===== src/rtl/cmd_arb_fifo.sv =====
// Multi-source command arbiter feeding a small FIFO that drives the cmd_proc handshake.
// Completions are routed back as a response byte tagged with the issuing source.
module cmd_arb_fifo #(
  parameter int          NUM_SRC   = 2,
  parameter int          DEPTH     = 4,
  parameter int          ARB_MODE  = 0,
  parameter logic [7:0]  RESP_DONE = 8'hA5,
  parameter logic [7:0]  RESP_BUSY = 8'h5A,
  localparam int         SRC_W     = (NUM_SRC > 1) ? $clog2(NUM_SRC) : 1,
  localparam int         CNT_W     = $clog2(DEPTH) + 1
) (
  input  logic                   clk,
  input  logic                   rst_n,
  input  logic [16*NUM_SRC-1:0]  src_cmd,
  input  logic [NUM_SRC-1:0]     src_vld,
  output logic [NUM_SRC-1:0]     src_ack,
  output logic [15:0]            cmd,
  output logic                   cmd_rdy,
  input  logic                   clr_cmd_rdy,
  input  logic                   send_resp,
  output logic [7:0]             resp,
  output logic [SRC_W-1:0]       resp_src,
  output logic                   resp_vld,
  output logic [CNT_W-1:0]       cnt
);

  localparam int PTR_W   = $clog2(DEPTH);
  localparam int ENTRY_W = SRC_W + 16;

  logic [ENTRY_W-1:0] r_mem [DEPTH];
  logic [PTR_W-1:0]   r_wrPtr;
  logic [PTR_W-1:0]   r_rdPtr;
  logic [CNT_W-1:0]   r_cnt;
  logic [SRC_W-1:0]   r_inflightId;
  logic [SRC_W-1:0]   r_rrPtr;
  logic [7:0]         r_resp;
  logic [SRC_W-1:0]   r_respSrc;
  logic               r_respVld;

  logic               w_grantFound;
  logic [SRC_W-1:0]   w_grantIdx;
  logic [15:0]        w_grantCmd;
  logic [SRC_W-1:0]   w_rrNext;
  logic [ENTRY_W-1:0] w_head;
  logic               w_full;
  logic               w_pop;
  logic               w_push;
  int                 w_searchIdx;

  // Grant search: fixed mode scans from index 0, round robin scans from r_rrPtr and wraps.
  always_comb begin
    w_grantFound = 1'b0;
    w_grantIdx   = '0;
    w_grantCmd   = '0;
    w_searchIdx  = 0;
    for (int k = 0; k < NUM_SRC; k++) begin
      if (ARB_MODE == 1) begin
        w_searchIdx = (int'(r_rrPtr) + k) % NUM_SRC;
      end else begin
        w_searchIdx = k;
      end
      if (!w_grantFound && src_vld[w_searchIdx]) begin
        w_grantFound = 1'b1;
        w_grantIdx   = SRC_W'(w_searchIdx);
        w_grantCmd   = src_cmd[16*w_searchIdx +: 16];
      end
    end
  end

  assign w_head   = r_mem[r_rdPtr];
  assign w_full   = (r_cnt == CNT_W'(DEPTH));
  assign w_pop    = clr_cmd_rdy && (r_cnt != '0);
  // A full FIFO still accepts a write when the head leaves in the same cycle.
  assign w_push   = w_grantFound && (!w_full || clr_cmd_rdy);
  assign w_rrNext = (w_grantIdx == SRC_W'(NUM_SRC - 1)) ? '0 : w_grantIdx + 1'b1;

  always_comb begin
    src_ack = '0;
    if (w_push && rst_n) begin
      src_ack[w_grantIdx] = 1'b1;
    end
  end

  always_ff @(posedge clk or negedge rst_n) begin
    if (!rst_n) begin
      for (int i = 0; i < DEPTH; i++) begin
        r_mem[i] <= '0;
      end
      r_wrPtr      <= '0;
      r_rdPtr      <= '0;
      r_cnt        <= '0;
      r_inflightId <= '0;
      r_rrPtr      <= '0;
    end else begin
      if (w_push) begin
        r_mem[r_wrPtr] <= {w_grantIdx, w_grantCmd};
        r_wrPtr        <= r_wrPtr + 1'b1;
        r_rrPtr        <= w_rrNext;
      end
      if (w_pop) begin
        r_rdPtr      <= r_rdPtr + 1'b1;
        r_inflightId <= w_head[ENTRY_W-1:16];
      end
      if (w_push && !w_pop) begin
        r_cnt <= r_cnt + 1'b1;
      end else if (w_pop && !w_push) begin
        r_cnt <= r_cnt - 1'b1;
      end
    end
  end

  // Response uses the pre-pop inflight ID and pre-update occupancy of the send_resp cycle.
  always_ff @(posedge clk or negedge rst_n) begin
    if (!rst_n) begin
      r_resp    <= RESP_BUSY;
      r_respSrc <= '0;
      r_respVld <= 1'b0;
    end else begin
      r_respVld <= send_resp;
      if (send_resp) begin
        r_respSrc <= r_inflightId;
        r_resp    <= ((r_cnt == '0) && !(|src_vld)) ? RESP_DONE : RESP_BUSY;
      end
    end
  end

  assign cmd      = (r_cnt != '0) ? w_head[15:0] : 16'h0000;
  assign cmd_rdy  = (r_cnt != '0);
  assign cnt      = r_cnt;
  assign resp     = r_resp;
  assign resp_src = r_respSrc;
  assign resp_vld = r_respVld;

endmodule


===== config.mk =====
export PLATFORM = sky130hd
export DESIGN_NAME = cmd_arb_fifo
export DESIGN_NICKNAME = d
export VERILOG_FILES = /design/src/rtl/cmd_arb_fifo.sv
export SDC_FILE = /design/constraint.sdc
export NUM_CORES = 1
export LEC_CHECK = 0
export ABC_AREA = 1
export CAP_MARGIN = 40
export CORE_UTILIZATION = 36
export CTS_CLUSTER_DIAMETER = 100
export CTS_CLUSTER_SIZE = 8
export DETAILED_ROUTE_END_ITERATION = 7
export SLEW_MARGIN = 40
export SYNTH_ARGS = -nofsm -noshare
export SYNTH_HDL_FRONTEND = slang
export SYNTH_SLANG_ARGS = --single-unit

===== constraint.sdc =====
create_clock -name clk -period 3.9 [get_ports clk]
set_clock_uncertainty 0.2 [all_clocks]
set_input_delay 0.78 -clock clk [delete_from_list [all_inputs] [get_ports clk]]
set_output_delay 0.78 -clock clk [all_outputs]
set_load 0.01 [all_outputs]

==> results of run 1 <==
[cells by family (layout without fill, tap and decap cells)]
logic type / Yosys count / after routing
compound gates: 35 / 35
xor+xnor: 4 / 4
fa+ha+maj: 6 / 6
buf+inv: 70 / 116
flops: 80 / 80
mux: 1 / 1
simple gates: 387 / 387
[final timing paths]
| check | startpoint | to | slack (ns) | cells past startpoint |
|---|---|---|---|---|
| worst max-delay path | src_vld[0] | src_ack[0] | 0.39 | 6 |
| worst min-delay path | rst_n | r_mem[30] | 0.14 | 1 |
| worst max register to register | cnt[0] | r_mem[61] | 1.63 | 6 |
| worst min register to register | r_mem[3] | r_mem[3] | 0.28 | 2 |
| max in group asynchronous | rst_n | resp_vld | 2.30 | 2 |
| min in group clk | r_mem[3] | r_mem[3] | 0.28 | 2 |
[metal layers]
metal | routed length, µm | GRT usage [%] | vias up | share of wire, %
met2 | 5854 | 32.39 | 135 | 47
li1 | - | - | 1984 | -
met5 | 0 | 0 | - | 0
met3 | 688 | 4.071 | 16 | 5.5
met1 | 5737 | 28.37 | 1998 | 46
met4 | 199 | 6.754 | 0 | 1.6
[cell usage after synthesis, types with 2 or more instances]
master                     number  area share, %
sky130_fd_sc_hd__a21oi_1       16            1.8
sky130_fd_sc_hd__buf_1          3           0.25
sky130_fd_sc_hd__buf_2         19            2.1
sky130_fd_sc_hd__buf_4         15            2.5
sky130_fd_sc_hd__buf_6         10            2.5
sky130_fd_sc_hd__clkbuf_1       2           0.17
sky130_fd_sc_hd__dfrtp_1       79             44
sky130_fd_sc_hd__ha_1           5            1.4
sky130_fd_sc_hd__inv_1         17            1.4
sky130_fd_sc_hd__inv_2          3           0.25
sky130_fd_sc_hd__nand2_1      255             21
sky130_fd_sc_hd__nand3_1       19            2.1
sky130_fd_sc_hd__nand3_4        4            1.6
sky130_fd_sc_hd__nand4_1       68            9.5
sky130_fd_sc_hd__nor2_1        35            2.9
sky130_fd_sc_hd__nor2_2         2           0.28
sky130_fd_sc_hd__nor3_1         2           0.22
sky130_fd_sc_hd__o21ai_0       16            1.8
sky130_fd_sc_hd__o21ai_1        3           0.34
sky130_fd_sc_hd__xnor2_1        2           0.39
sky130_fd_sc_hd__xor2_1         2           0.39
[cell usage in the layout (no fill, tap or decap), types with 2 or more instances in the layout]
| master | n |
|---|---|
| sky130_fd_sc_hd__buf_4 | 10 |
| sky130_fd_sc_hd__inv_2 | 3 |
| sky130_fd_sc_hd__dfrtp_1 | 79 |
| sky130_fd_sc_hd__xnor2_1 | 2 |
| sky130_fd_sc_hd__nand3_4 | 4 |
| sky130_fd_sc_hd__nand4_1 | 68 |
| sky130_fd_sc_hd__ha_1 | 4 |
| sky130_fd_sc_hd__nor2_1 | 35 |
| sky130_fd_sc_hd__o21ai_1 | 3 |
| sky130_fd_sc_hd__nor3_1 | 2 |
| sky130_fd_sc_hd__nor2_2 | 2 |
| sky130_fd_sc_hd__clkdlybuf4s50_1 | 68 |
| sky130_fd_sc_hd__nand2_1 | 255 |
| sky130_fd_sc_hd__xor2_1 | 2 |
| sky130_fd_sc_hd__nand3_1 | 19 |
| sky130_fd_sc_hd__clkbuf_8 | 4 |
| sky130_fd_sc_hd__a21oi_1 | 16 |
| sky130_fd_sc_hd__clkbuf_16 | 9 |
| sky130_fd_sc_hd__inv_1 | 17 |
| sky130_fd_sc_hd__o21ai_0 | 16 |
[layout make-up]
cell class	count	area, µm²
fill	1219	6633
inverter	21	81.33
tap	168	210.2
sequential	80	2003
clock inverter	2	35.03
timing repair buffer	79	775.7
multi-input combinational	433	2039
clock buffer	14	284.0
[state kept, by name, indices dropped and copies added, names as in the netlist]
register / flops
resp_vld: 1
r_wrPtr: 2
r_inflightId: 1
resp_src: 1
r_rdPtr: 2
r_mem: 68
cnt: 3
resp: 2
[stage by stage]
stage	worst slack, ns	utilization, %
3_5_place_dp	0.3857	42.37
3_3_place_gp	0.3947	42.34
6_report	0.3950	45.01
5_1_grt	0.2339	45.01
4_1_cts	0.3692	45.01
2_1_floorplan	1.394	-
[where the power goes]
part / switching (mW) / internal [mW] / leakage [nW] / total (mW)
clock: 0.329 / 0.565 / 0.159 / 0.894
combinational: 1.27 / 0.816 / 1.55 / 2.08
sequential: 0.195 / 1.17 / 1.02 / 1.37
total: 1.79 / 2.55 / 2.73 / 4.35
==> reports/metrics.csv, run 1 <==
stage;metric;value;unit
yosys;synth-simple-area-share;38.85;%
detailed_routing;detail-route-antenna-nets;0;
timing;setup-tns-final;0;ns
yosys;synth_sequential_area_ratio;44.91;%
setup_path;cp-start-kind;primary input;
detailed_routing;post-route-drc-count;0;
floorplanning;start_util;36.98;%
setup_path;crit_required;2.92;ns
timing;timing.hold.ws;0.1418;ns
detailed_routing;route.vias.total;4133;
cts;cts.hold.buffers_added;0;
cts;post_cts_resized;0;
final_layout;fin_area;5429;µm²
final_layout;nNetsFinal;668;
final_layout;finish.cell_count_without_fillers;797;
detailed_routing;wire_per_inst;15.66;µm
status;run_status;complete, no violations;
yosys;synthArstFlopShare;100.0;%
cts;cts_inserted_buffers;9;
yosys;synth.area.mux_share;0.2525;%
cts;clk-insertion-delay-late;0.34;ns
yosys;synth-edff-count;0;
yosys;postSynthAreaPerCell;7.651;µm²
cts;clk_pin_slew;0.06;ns
yosys;post_synth_inst_count;583;
yosys;synth-compound-area-share;3.927;%
timing;fmax;285.3;MHz
setup_path;timing.critical_path.cells;clkdlybuf4s50_1 -> inv_4 -> nand2_8 -> nand2_1 -> nor3_1 -> clkdlybuf4s50_1;
setup_path;critical-path-top-cell-by-count;sky130_fd_sc_hd__clkdlybuf4s50_1;
floorplanning;die-width;113.3;µm
detailed_routing;finalWirelength;12480;µm
place;port_buffers;69;
min_path;holdCritPathClass;primary input to async pin;
pwr;power_density_over_cell_area;800.4;nW/µm²
global_route;grt_use_total;20.57;%
timing;final_setup_violations;0;
timing;tightestPinTransition;0.8006;ns
setup_path;timing.critical_path.slowest_stage_cell;sky130_fd_sc_hd__clkdlybuf4s50_1;
setup_path;timing.setup.critical_path_class;primary input to output pin;
yosys;synth_cell_type_count;27;
timing;layout_min_cycle_time;3.505;ns
yosys;postSynth.topFlopCell;sky130_fd_sc_hd__dfrtp_1;
floorplanning;pin_count;70;
place;routabilityCongestion;0.7733;
detailed_routing;avgViaCountPerCell;5.186;
timing;grt_setup_unrepaired;no;
timing;hold_violations;0;
setup_path;timing.critical_path.max_delay_family;buffers and inverters;
cts;cts_tree;done;
cts;cts_root_buf;sky130_fd_sc_hd__clkbuf_16;
yosys;dominant_combinational_cell_family_by_area_after_synthesis;simple AND/OR/NAND/NOR gates;
setup_path;critPathArrivalTime;2.53;ns
timing;layout_worst_path_cycle_share;89.87;%
place;hpwlAfterDp;7580;µm
yosys;postSynthRegisterBits;80;
timing;slew_headroom;46.63;%
floorplanning;core.rowCount;40;
setup_path;max_stage_delay;0.66;ns
pwr;peakVddDrop;334.0;µV
place;dpl_cell_area;5110;µm²
detailed_routing;drt_pass1_iterations;5;
job;cap_viol_max_count;0;
global_route;wire_length_of_the_first_global_routing_pass;20500;µm
floorplanning;die_y;113.3;µm
yosys;syn-cell-area;4461;µm²
timing;timing.final.max_slew_violations;0;
setup_path;maximum_fanout_along_the_worst_path;21;
cts;post-cts-setup-buffer-count;0;
floorplanning;floorplan.die_area;12840;µm²
setup_path;timing.critical_path.buf_inv;3;
cts;clk_path_buf_depth;2;
final_layout;syn_to_final_growth;21.71;%
global_route;grt_antenna_before_repair;0;
floorplanning;floorplan.core_area;12060;µm²
yosys;synth_xor_area_share;0.7854;%
yosys;synth-adder-area-share;1.851;%
global_route;grt_start_max_net_pins;73;
final_layout;post_route_cells_drive_above_1_share;6.518;%
final_layout;n_antenna_cell;0;
yosys;mapped_nets;627;
yosys;synthesis.yosys.warnings;0;
global_route;via_count_of_the_first_global_routing_pass;3950;
pwr;report.power.total;4.345;mW
pwr;total_leakage_power;2.726;nW
setup_path;critPathCaptureType;output pin;
global_route;gr-total-overflow;0;
detailed_routing;drt_iter0_drc;264;
place;dpl.cell_count;781;
cts;cts.htree.levels;3;
cts;tritoncts_num_sinks;80;
No activity file was read; power rests on OpenSTA's default activity.
==> run 2, diff against run 1 <==
MAX_ROUTING_LAYER = met4   (was unset)
clock period = 3.8 ns   (was 3.9 ns; I/O delays follow)
==> reports/metrics.csv, run 2 (synthesis gave the netlist of run 1 again) <==
stage;metric;value;unit
status;run_status;complete, no violations;
timing;hold_violations;0;
setup_path;timing.critical_path.buf_inv;3;
cts;post-cts-setup-buffer-count;0;
setup_path;maximum_fanout_along_the_worst_path;21;
cts;cts.htree.levels;3;
detailed_routing;route.vias.total;4029;
floorplanning;die-width;113.3;µm
final_layout;n_antenna_cell;0;
pwr;total_leakage_power;2.731;nW
min_path;holdCritPathClass;primary input to async pin;
detailed_routing;finalWirelength;12280;µm
setup_path;max_stage_delay;0.68;ns
timing;fmax;286.2;MHz
cts;cts_tree;done;
floorplanning;core.rowCount;40;
floorplanning;pin_count;70;
detailed_routing;wire_per_inst;15.35;µm
place;port_buffers;69;
final_layout;multi_input_comb_area;2037;µm²
final_layout;regArea;2003;µm²
final_layout;finish.cell_count_without_fillers;800;
floorplanning;floorplan.die_area;12840;µm²
timing;tightestPinTransition;0.8046;ns
setup_path;timing.critical_path.slowest_stage_cell;sky130_fd_sc_hd__clkdlybuf4s50_1;
timing;setup-tns-final;0;ns
final_layout;mostFrequentLayoutCell;sky130_fd_sc_hd__nand2_1;
setup_path;critPathCaptureType;output pin;
place;routabilityCongestion;0.7795;
global_route;via_count_of_the_first_global_routing_pass;3892;
pwr;power_density_over_cell_area;810.8;nW/µm²
global_route;gr-total-overflow;0;
place;dpl.cell_count;784;
cts;tritoncts_num_sinks;80;
global_route;grt_antenna_before_repair;0;
final_layout;syn_to_final_growth;21.63;%
job;cap_viol_max_count;0;
detailed_routing;detail-route-antenna-nets;0;
cts;clk_path_buf_depth;2;
setup_path;crit_required;2.84;ns
timing;layout_worst_path_cycle_share;91.93;%
final_layout;largest_register;r_mem;
detailed_routing;drt_pass1_iterations;6;
timing;final_setup_violations;0;
floorplanning;die_y;113.3;µm
cts;post_cts_resized;0;
final_layout;nNetsFinal;671;
pwr;peakVddDrop;409.0;µV
timing;slew_headroom;46.36;%
cts;cts_root_buf;sky130_fd_sc_hd__clkbuf_16;
place;hpwlAfterDp;7589;µm
global_route;grt_start_max_net_pins;73;
final_layout;post_route_cells_drive_above_1_share;6.646;%
setup_path;critPathArrivalTime;2.53;ns
floorplanning;start_util;36.98;%
final_layout;flip_flop_count_of_the_largest_register_after_layout;68;
final_layout;leading_cell_types_in_the_layout_fill_and_taps_excluded;sky130_fd_sc_hd__nand2_1 (255), sky130_fd_sc_hd__dfrtp_1 (79), sky130_fd_sc_hd__nand4_1 (68), sky130_fd_sc_hd__clkdlybuf4s50_1 (68), sky130_fd_sc_hd__nor2_1 (35);
detailed_routing;drt_iter0_drc;328;
floorplanning;floorplan.core_area;12060;µm²
detailed_routing;post-route-drc-count;0;
setup_path;cp-start-kind;primary input;
timing;timing.final.max_slew_violations;0;
detailed_routing;avgViaCountPerCell;5.036;
setup_path;critPathLaunch;src_vld[0];
timing;grt_setup_unrepaired;no;
cts;clk_pin_slew;0.06;ns
cts;cts_inserted_buffers;9;
setup_path;timing.critical_path.max_delay_family;buffers and inverters;
setup_path;timing.critical_path.cells;clkdlybuf4s50_1 -> inv_4 -> nand2_8 -> nand2_1 -> nor3_1 -> clkdlybuf4s50_1;
final_layout;layout.filler_cells;1215;
cts;cts.hold.buffers_added;0;
timing;layout_min_cycle_time;3.493;ns
setup_path;rr_startpoint;cnt[1];
cts;clk-insertion-delay-late;0.34;ns
global_route;grt_use_total;20.82;%
setup_path;timing.setup.critical_path_class;primary input to output pin;
setup_path;critical-path-top-cell-by-count;sky130_fd_sc_hd__clkdlybuf4s50_1;
global_route;wire_length_of_the_first_global_routing_pass;19910;µm
==> run 2: cell count changes in the layout (fill, tap and decap cells not counted) <==
cell                       delta
sky130_fd_sc_hd__clkbuf_1     +1
sky130_fd_sc_hd__clkbuf_8     -3
sky130_fd_sc_hd__ha_1         +1
sky130_fd_sc_hd__ha_2         -1
sky130_fd_sc_hd__buf_6        +1
sky130_fd_sc_hd__buf_4        +2
sky130_fd_sc_hd__clkinv_2     +2
==> run 2: area by class of cell <==
| type | count | area share (%) |
|---|---|---|
| inverters | 21 | 1.499 |
| repair buffers | 82 | 14.78 |
| well taps | 168 | 3.875 |
| clock buffers | 12 | 4.543 |
| flip-flops and latches | 80 | 36.92 |
| multi-input cells | 433 | 37.55 |
| clock inverters | 4 | 0.8303 |
==> run 2: final timing paths <==
kind | endpoint | cells after the start | slack, ns
hold / removal | r_mem[64] | 1 | 0.10
setup reg to reg | cnt[2] | 9 | 1.52
max in group asynchronous | resp[6] | 2 | 2.45
min in group clk | r_mem[50] | 2 | 0.27
hold reg to reg | r_mem[50] | 2 | 0.27
setup / recovery | src_ack[0] | 6 | 0.31
==> run 2: layer usage <==
layer	wire, µm	up-vias	global-route usage [%]
met5	0	-	-
met1	5882	1904	27.95
met3	547	16	2.892
li1	-	1993	-
met4	187	0	7.368
met2	5664	116	32.23
==> run 2: metrics by stage <==
| stage | util [%] | total power, mW | instance area [µm²] | setup slack (ns) | hold slack, ns |
|---|---|---|---|---|---|
| 6_report | 44.98 | 4.399 | 5425 | 0.3065 | 0.1024 |
| 2_1_floorplan | - | 2.757 | 4461 | 1.334 | 0.2419 |
| 3_3_place_gp | 42.53 | 3.521 | 5130 | 0.3191 | 0.2572 |
| 5_1_grt | 44.98 | 4.731 | 5425 | 0.1883 | 0.1179 |
| 4_1_cts | 44.95 | 4.427 | 5421 | 0.2717 | 0.1045 |
| 3_5_place_dp | 42.53 | 3.554 | 5130 | 0.2745 | 0.2607 |
==> run 2: report_power, final <==
part | total, mW | internal, mW | switching, mW
clock network | 0.856 | 0.523 | 0.332
logic | 2.14 | 0.851 | 1.29
registers | 1.40 | 1.20 | 0.197
total | 4.40 | 2.58 | 1.82
==> run 2: worst reg2reg max path: stages, from the launching register on <==
cell                      delay [ns]
sky130_fd_sc_hd__dfrtp_1        0.43
sky130_fd_sc_hd__nor2_2         0.20
sky130_fd_sc_hd__nand2_1        0.15
sky130_fd_sc_hd__nand2_1        0.22
sky130_fd_sc_hd__ha_1           0.22
sky130_fd_sc_hd__inv_1          0.07
sky130_fd_sc_hd__fa_1           0.38
sky130_fd_sc_hd__nand2_1        0.08
sky130_fd_sc_hd__nand3_1        0.09
sky130_fd_sc_hd__xor2_1         0.14
==> run 3, diff against run 2 <==
MAX_ROUTING_LAYER = unset   (was met4)
==> reports/metrics.csv, run 3 (synthesis gave the netlist of run 1 again) <==
stage;metric;value;unit
status;run_status;complete, no violations;
detailed_routing;wire_per_inst;15.29;µm
timing;fmax;286.1;MHz
setup_path;max_stage_delay;0.68;ns
final_layout;layout.filler_cells;1215;
setup_path;critPathCaptureType;output pin;
detailed_routing;post-route-drc-count;0;
setup_path;critical-path-top-cell-by-count;sky130_fd_sc_hd__clkdlybuf4s50_1;
final_layout;flip_flop_count_of_the_largest_register_after_layout;68;
cts;tritoncts_num_sinks;80;
detailed_routing;avgViaCountPerCell;5.013;
global_route;global_route.usage.met3;2.999;%
cts;cts_root_buf;sky130_fd_sc_hd__clkbuf_16;
timing;layout_min_cycle_time;3.495;ns
global_route;grt.busiest_layer;met2;
timing;timing.hold.ws;0.1007;ns
cts;cts.hold.buffers_added;0;
pwr;net-switching-power;1.819;mW
detailed_routing;drt_iter0_drc;317;
detailed_routing;finalWirelength;12240;µm
global_route;via_count_of_the_first_global_routing_pass;3893;
setup_path;critPathArrivalTime;2.54;ns
setup_path;timing.critical_path.cells;clkdlybuf4s50_1 -> inv_4 -> nand2_8 -> nand2_1 -> nor3_1 -> clkdlybuf4s50_1;
timing;hold_violations;0;
pwr;power_density_over_cell_area;810.1;nW/µm²
timing;grt_setup_unrepaired;no;
place;port_buffers;69;
setup_path;timing.critical_path.slowest_stage_cell;sky130_fd_sc_hd__clkdlybuf4s50_1;
setup_path;timing.critical_path.buf_inv;3;
job;cap_viol_max_count;0;
pwr;total_leakage_power;2.731;nW
timing;timing.final.max_slew_violations;0;
pwr;fraction_of_power_consumed_by_the_clock_network;19.5;%
cts;cts.htree.levels;3;
detailed_routing;route.vias.total;4010;
pwr;peakVddDrop;409.5;µV
floorplanning;floorplan.core_area;12060;µm²
setup_path;crit_required;2.84;ns
setup_path;timing.setup.critical_path_class;primary input to output pin;
min_path;holdCritPathClass;primary input to async pin;
floorplanning;pin_count;70;
cts;clk_pin_slew;0.06;ns
cts;cts_inserted_buffers;9;
global_route;met2_usage;32.23;%
final_layout;leading_cell_types_in_the_layout_fill_and_taps_excluded;sky130_fd_sc_hd__nand2_1 (255), sky130_fd_sc_hd__dfrtp_1 (79), sky130_fd_sc_hd__nand4_1 (68), sky130_fd_sc_hd__clkdlybuf4s50_1 (68), sky130_fd_sc_hd__nor2_1 (35);
place;routabilityCongestion;0.7692;
global_route;grt_use_total;20.17;%
timing;layout_worst_path_cycle_share;91.98;%
global_route;wire_length_of_the_first_global_routing_pass;19880;µm
floorplanning;core.rowCount;40;
timing;slew_headroom;45.95;%
floorplanning;die_y;113.3;µm
cts;post-cts-setup-buffer-count;0;
pwr;report.power.total;4.395;mW
final_layout;largest_register;r_mem;
place;hpwlAfterDp;7589;µm
detailed_routing;drt_pass1_iterations;4;
final_layout;nNetsFinal;671;
cts;clk-insertion-delay-late;0.34;ns
timing;setup-tns-final;0;ns
global_route;grt_antenna_before_repair;0;
pwr;power.combinational.fraction;48.7;%
pwr;switching_share;41.38;%
global_route;gr-total-overflow;0;
global_route;use_met1;27.78;%
cts;cts_tree;done;
floorplanning;start_util;36.98;%
pwr;intPower;2.576;mW
global_route;grt_start_max_net_pins;73;
final_layout;syn_to_final_growth;21.63;%
final_layout;mostFrequentLayoutCell;sky130_fd_sc_hd__nand2_1;
setup_path;timing.critical_path.max_delay_family;buffers and inverters;
setup_path;maximum_fanout_along_the_worst_path;21;
final_layout;n_antenna_cell;0;
cts;post_cts_resized;0;
timing;tightestPinTransition;0.8107;ns
floorplanning;die-width;113.3;µm
pwr;power_frac_seq;31.8;%
final_layout;post_route_cells_drive_above_1_share;6.646;%
detailed_routing;detail-route-antenna-nets;0;
cts;clk_path_buf_depth;2;
setup_path;cp-start-kind;primary input;
timing;final_setup_violations;0;
floorplanning;floorplan.die_area;12840;µm²
==> run 3: cell counts in the layout (fill, tap and decap cells not counted) <==
No cell type changed its count.
==> run 3: path summary, 6_finish.rpt <==
check | endpoint | depth (start not counted) | from | slack, ns
worst max-delay path | src_ack[0] | 6 | src_vld[0] | 0.30
min in group clk | r_mem[67] | 2 | r_mem[67] | 0.27
worst min-delay path | r_mem[26] | 1 | rst_n | 0.10
max in group asynchronous | resp[6] | 2 | rst_n | 2.44
worst max register to register | cnt[2] | 9 | cnt[1] | 1.52
worst min register to register | r_mem[67] | 2 | r_mem[67] | 0.27
==> run 3: area by class of cell <==
cell class / count / area (µm²) / share of cell area [%]
multi-input combinational: 433 / 2037 / 37.55
timing repair buffer: 82 / 802.0 / 14.78
clock buffer: 12 / 246.5 / 4.543
clock inverter: 4 / 45.04 / 0.8303
tap: 168 / 210.2 / 3.875
inverter: 21 / 81.33 / 1.499
sequential: 80 / 2003 / 36.92
==> run 3: worst reg2reg max path: cells and delay by family, from the launching register on <==
| kind | cells | cell delay, ns |
|---|---|---|
| xor gates and xnor gates | 1 | 0.14 |
| adders and majority gates | 2 | 0.59 |
| buffers and inverters | 1 | 0.07 |
| DFF | 1 | 0.43 |
| and+or+nand+nor | 5 | 0.74 |
==> run 3: metal layers <==
layer | part of all wire, % | up-vias
li1 | - | 1996
met1 | 46 | 1877
met2 | 46 | 123
met3 | 6.3 | 14
met4 | 1.7 | 0
met5 | 0 | -
==> run 3: power groups by stage <==
| stage | Combinational, mW | Clock [mW] | Sequential (mW) |
|---|---|---|---|
| global route | 2.38 | 0.907 | 1.44 |
| CTS | 2.16 | 0.873 | 1.40 |
| detailed placement | 2.15 | 0 | 1.41 |
| floorplan | 1.38 | 0 | 1.38 |
| finish | 2.14 | 0.857 | 1.40 |
| global placement | 2.12 | 0 | 1.40 |
==> run 3: per-stage QoR <==
stage	std cells	setup slack [ns]	cell area (µm²)	util (%)
2_1_floorplan	583	1.334	4461	-
3_3_place_gp	784	0.3191	5130	42.53
3_5_place_dp	784	0.2745	5130	42.53
4_1_cts	800	0.2717	5421	44.95
5_1_grt	800	0.1883	5425	44.98
6_report	800	0.3047	5425	44.98
